## src/rtl/timer_pkg.sv

```systemverilog
// Shared state encoding and BCD constants for the cook timer.
package timer_pkg;

  localparam int unsigned DIGIT_W        = 4;
  localparam int unsigned NUM_DIGITS     = 4;
  localparam int unsigned DIGITS_W       = DIGIT_W * NUM_DIGITS;
  localparam int unsigned STATE_W        = 3;
  localparam int unsigned DIGIT_MAX_ONES = 9;
  localparam int unsigned DIGIT_MAX_TENS = 5;

  typedef enum logic [STATE_W-1:0] {
    ST_IDLE  = 3'd0,
    ST_ENTRY = 3'd1,
    ST_RUN   = 3'd2,
    ST_PAUSE = 3'd3,
    ST_DONE  = 3'd4
  } timer_state_e;

endpackage

```

## src/rtl/bcd_digit_dn.sv

```systemverilog
// One BCD down-counting digit with parallel load; wraps 0 -> MAX on decrement.
module bcd_digit_dn
  import timer_pkg::*;
#(
  parameter int unsigned MAX = DIGIT_MAX_ONES
) (
  input  logic               clk,
  input  logic               clr,
  input  logic               load,
  input  logic [DIGIT_W-1:0] load_val,
  input  logic               dec,
  output logic [DIGIT_W-1:0] q,
  output logic               borrow
);

  logic [DIGIT_W-1:0] q_q;
  logic [DIGIT_W-1:0] q_d;

  always_comb begin
    q_d = q_q;
    if (load) begin
      q_d = load_val;
    end else if (dec) begin
      q_d = (q_q == DIGIT_W'(0)) ? DIGIT_W'(MAX) : q_q - DIGIT_W'(1);
    end
  end

  always_ff @(posedge clk) begin
    if (clr) begin
      q_q <= '0;
    end else begin
      q_q <= q_d;
    end
  end

  assign q      = q_q;
  assign borrow = dec & (q_q == DIGIT_W'(0));

endmodule

```

## src/rtl/cook_timer_ctrl.sv

```systemverilog
// Microwave countdown sequencer: keypad entry, start/stop/door interlock,
// per-second BCD countdown, magnetron enable and done indication.
module cook_timer_ctrl
  import timer_pkg::*;
#(
  parameter int unsigned DONE_TICKS = 3
) (
  input  logic                clk,
  input  logic                clr,
  input  logic                sec_tick,
  input  logic                key_valid,
  input  logic [DIGIT_W-1:0]  key_digit,
  input  logic                start,
  input  logic                stop,
  input  logic                door_closed,
  output logic [DIGITS_W-1:0] digits,
  output logic                magnetron,
  output logic                done,
  output logic [STATE_W-1:0]  state
);

  localparam int unsigned CNT_W = (DONE_TICKS > 1) ? $clog2(DONE_TICKS) : 1;

  timer_state_e        state_q, state_d;
  logic [CNT_W-1:0]    cnt_q, cnt_d;
  logic                magnetron_q, done_q;
  logic [DIGITS_W-1:0] digits_q;
  logic                load_c, shift_c, dec_c;
  logic [DIGITS_W-1:0] load_val_c;
  logic                key_ok_c;
  logic                start_ok_c;
  logic [NUM_DIGITS-1:0] borrow_c;

  assign key_ok_c   = key_valid & (key_digit <= DIGIT_W'(DIGIT_MAX_ONES));
  assign start_ok_c = start & door_closed & (digits_q != '0)
                    & (digits_q[7:4] <= DIGIT_W'(DIGIT_MAX_TENS));
  assign load_val_c = shift_c ? {digits_q[DIGITS_W-DIGIT_W-1:0], key_digit} : '0;

  // Next-state, digit load/decrement strobes and DONE hold counter.
  always_comb begin
    state_d = state_q;
    cnt_d   = cnt_q;
    load_c  = 1'b0;
    shift_c = 1'b0;
    dec_c   = 1'b0;
    case (state_q)
      ST_IDLE: begin
        if (key_ok_c) begin
          load_c  = 1'b1;
          shift_c = 1'b1;
          state_d = ST_ENTRY;
        end
      end
      ST_ENTRY: begin
        if (stop) begin
          load_c  = 1'b1;
          state_d = ST_IDLE;
        end else if (start_ok_c) begin
          state_d = ST_RUN;
        end else if (key_ok_c) begin
          load_c  = 1'b1;
          shift_c = 1'b1;
        end
      end
      ST_RUN: begin
        if (!door_closed || stop) begin
          state_d = ST_PAUSE;
        end else if (sec_tick) begin
          dec_c = 1'b1;
          if (digits_q == DIGITS_W'(16'h0001)) begin
            state_d = ST_DONE;
            cnt_d   = '0;
          end
        end
      end
      ST_PAUSE: begin
        if (stop) begin
          load_c  = 1'b1;
          state_d = ST_IDLE;
        end else if (start && door_closed) begin
          state_d = ST_RUN;
        end
      end
      ST_DONE: begin
        if (stop || key_ok_c) begin
          state_d = ST_IDLE;
          cnt_d   = '0;
        end else if (sec_tick) begin
          if (cnt_q == CNT_W'(DONE_TICKS - 1)) begin
            state_d = ST_IDLE;
            cnt_d   = '0;
          end else begin
            cnt_d = cnt_q + CNT_W'(1);
          end
        end
      end
      default: begin
        state_d = ST_IDLE;
        cnt_d   = '0;
        load_c  = 1'b1;
      end
    endcase
  end

  always_ff @(posedge clk) begin
    if (clr) begin
      state_q     <= ST_IDLE;
      cnt_q       <= '0;
      magnetron_q <= 1'b0;
      done_q      <= 1'b0;
    end else begin
      state_q     <= state_d;
      cnt_q       <= cnt_d;
      magnetron_q <= (state_d == ST_RUN);
      done_q      <= (state_d == ST_DONE);
    end
  end

  // Borrow ripples combinationally so 10:00 -> 09:59 lands in one cycle.
  bcd_digit_dn #(.MAX(DIGIT_MAX_ONES)) u_sec_ones (
    .clk(clk), .clr(clr), .load(load_c), .load_val(load_val_c[3:0]),
    .dec(dec_c), .q(digits_q[3:0]), .borrow(borrow_c[0])
  );
  bcd_digit_dn #(.MAX(DIGIT_MAX_TENS)) u_sec_tens (
    .clk(clk), .clr(clr), .load(load_c), .load_val(load_val_c[7:4]),
    .dec(borrow_c[0]), .q(digits_q[7:4]), .borrow(borrow_c[1])
  );
  bcd_digit_dn #(.MAX(DIGIT_MAX_ONES)) u_min_ones (
    .clk(clk), .clr(clr), .load(load_c), .load_val(load_val_c[11:8]),
    .dec(borrow_c[1]), .q(digits_q[11:8]), .borrow(borrow_c[2])
  );
  bcd_digit_dn #(.MAX(DIGIT_MAX_ONES)) u_min_tens (
    .clk(clk), .clr(clr), .load(load_c), .load_val(load_val_c[15:12]),
    .dec(borrow_c[2]), .q(digits_q[15:12]), .borrow(borrow_c[3])
  );

  assign digits    = digits_q;
  assign magnetron = magnetron_q;
  assign done      = done_q;
  assign state     = state_q;

endmodule
```

## config.mk

```make
export PLATFORM = sky130hd
export DESIGN_NAME = cook_timer_ctrl
export DESIGN_NICKNAME = d
export VERILOG_FILES = /design/src/rtl/timer_pkg.sv /design/src/rtl/bcd_digit_dn.sv /design/src/rtl/cook_timer_ctrl.sv
export SDC_FILE = /design/constraint.sdc
export NUM_CORES = 1
export LEC_CHECK = 0
export CAP_MARGIN = 20
export CORE_ASPECT_RATIO = 0.8
export CORE_MARGIN = 2
export CORE_UTILIZATION = 52
export CTS_BUF_LIST = sky130_fd_sc_hd__clkbuf_8
export DETAILED_ROUTE_END_ITERATION = 7
export PLACE_DENSITY = 0.82
export SLEW_MARGIN = 10
export SYNTH_ARGS = -nofsm -noshare
export SYNTH_HDL_FRONTEND = slang
export SYNTH_SLANG_ARGS = --single-unit
```

## constraint.sdc

```tcl
create_clock -name clk -period 3.2 [get_ports clk]
set_clock_uncertainty 0.2 [all_clocks]
set_input_delay 0.32 -clock clk [delete_from_list [all_inputs] [get_ports clk]]
set_output_delay 0.32 -clock clk [all_outputs]
set_load 0.01 [all_outputs]
```

==> out/results.ini <==
[cells_and_area]
num-nets-final=216
drive_gt1_frac=0.08824
instances_no_fill=240
syn2layout_area_growth_pct=24.93
fin_util=0.7083
n_antenna_cell=0
nFillCells=228

[run]
cap_violations=0

[detailed_routing]
wirelength_mm=3.803
viasPerCell=6.396
drt_iter0_drc=131
antenna_left=0
wl_per_cell_microns=15.85
vias=1535
route.detailed.drc=0
drtPass1Iterations=5

[logic_synthesis]
synth.distinct_cells=51
synth_area_per_cell_sq_um=8.034
async_flop_share=0
yosysSeqAreaShare=0.3220
synth_area_leaders=dfxtp_1 32%, nand2_1 5.0%, a21oi_1 4.2%, nor2_1 3.9%, a22oi_1 2.6%
synth.most_common_cell=dfxtp_1
synth_edf_count=0
synth_seq_cells=23
synthFlopType=dfxtp_1
syn_inst=178
synth_warnings=0
synth_top_area_frac=0.3220
synthTopCellsByCount=23 x dfxtp_1, 19 x nand2_1, 15 x nor2_1
syn_area_sq_um=1430
yosysTopAreaCell=dfxtp_1
syn-num-nets=189

[pwr]
p_leak_nw=0.6249
power_density_nw_per_um2=335.2
totalPowerFinal_mw=0.5989
ir_worst_vdd_v=0.0002439

[setup_path]
crit_end=u_min_tens.q[0]
endpoint_kind=flop
crit_type=flop to flop
ff2ff_setup_slack_ns=0.56
cp_max_fo=10
critPathLaunch=u_min_tens.q[0]
worstReg2RegStart=u_min_tens.q[0]
cp.required_ns=3.15
reg2reg_to=u_min_tens.q[0]
arrival_ns=2.59
startpoint_type=flop
r2r_cells=5

[clock_network]
clk_pin_slew_worst_paths_ns=0.08
holdBufCountCts=0
cts-root-buf=clkbuf_8
cts_made_buffers=3
postCtsResizedCells=0
clock_sinks=23
cts_max_level=1
cts_setup_buffers=0
insertion_delay_ns=0.26
cts_tree=yes
max-clock-path-buffers=2

[global_route]
grt_pass1_vias=1368
grt_pass1_wl_mm=6.196
grt_overflow=0
track_usage=0.2455
grt_max_degree=18
antenna_found_initial=0

[timing]
period_share=0.8260
worst_slew_pin_slew_ns=0.7673
maxSlewHeadroom=0.4815
period_minus_slack_ns=2.643
drv_slew=0
max_freq_ghz=0.3783
rsz0062_at_grt=false
setup_viol=0
hold_violations=0
setup_tns_ns=0

[die]
initial_core_util=0.5670
coreArea_sq_um=2522
fp-row-count=16
die_w_microns=62.63
die_area_sq_um=3188
ios=32
chipHeight_microns=50.91

[placement]
hpwlAfterDp_mm=2.769
placed_cells=236
finalWeightedCongestion=0.9340
io_buffers=31

[run_status]
outcome=finished, final reports clean

[worst_hold_path]
hold_class=flop to flop

[flip-flops by register name (all words and copies together), names as in the netlist]
signal,count
u_sec_tens.q,4
u_min_ones.q,4
done,1
magnetron,1
state,3
u_sec_ones.q,4
cnt_q,2
u_min_tens.q,4
[final cells by class]
class	count	area (sq um)	area share
clock buffer	3	41.29	0.02311
clock inverter	1	3.754	0.002101
inverter	2	7.507	0.004202
multi-input combinational	141	895.9	0.5014
sequential	23	460.4	0.2577
tap	36	45.04	0.02521
timing repair buffer	34	332.8	0.1863
[per-stage QoR]
stage	setup WS (ns)	hold WS, ns	cell area, sq um
6_report	0.5568	0.3523	1787
3_3_place_gp	0.4248	0.2994	1742
5_1_grt	0.4250	0.3880	1787
4_1_cts	0.5744	0.3528	1787
2_1_floorplan	0.8631	0.2378	1430
3_5_place_dp	0.3784	0.3393	1742
[cells in the final DEF, fill, tap and decap left out, types with 2 or more instances in the layout]
cell,instances
or2_2,3
o21a_1,3
and4b_1,2
a21oi_1,12
o41ai_1,3
nor4_1,4
inv_1,3
a31oi_1,5
nor3_1,7
o21ai_1,4
nand3_1,2
nand4_1,4
nand2_1,19
a22oi_1,5
xnor2_1,3
a211o_1,2
o21ai_0,7
nor2b_1,4
nand2b_1,2
a221oi_1,3
dfxtp_1,23
buf_4,3
o31a_1,2
nor4_2,2
nand3b_1,3
clkbuf_8,3
a311oi_1,2
nor2_1,15
or4_1,2
clkdlybuf4s50_1,31
[worst max-delay path, cell delays in order (launching register included)]
cell and delay, ns:
dfxtp_1 0.39, nor4_1 0.50, nand4_1 0.35, a31oi_2 0.57
a21oi_1 0.14, a2111oi_1 0.38
[metal layers]
metal | track usage | wire [microns] | up-vias
met1 | 0.2925 | 1611 | 723
li1 | - | - | 730
met3 | 0.06388 | 283 | 6
met4 | 0.05926 | 29 | 0
met2 | 0.4462 | 1880 | 76
met5 | 0 | 0 | -
[report_power, final]
group	total [mW]	internal [mW]	switching [mW]
Combinational	0.115	0.0534	0.0611
Clock	0.175	0.0857	0.0894
Sequential	0.309	0.293	0.0162
Total	0.599	0.432	0.167
[worst min-delay path by stage]
stage,start,to,slack [ns],cells after the start
2_1_floorplan,key_digit[1],u_sec_ones.q[1],0.24,1
3_5_place_dp,cnt_q[0],cnt_q[0],0.34,1
4_1_cts,cnt_q[0],cnt_q[0],0.35,1
6_report,cnt_q[0],cnt_q[0],0.35,1
3_3_place_gp,cnt_q[0],cnt_q[0],0.30,1
5_1_grt,cnt_q[0],cnt_q[0],0.39,1
[cells by family after synthesis]
logic type,share of synthesized area
AND/OR/NAND/NOR,0.3228
AO/OA/AOI/OAI,0.2852
buffers and inverters,0.05162
flip-flops,0.3220
XOR/XNOR,0.01838
No activity file was read; power rests on OpenSTA's default activity.
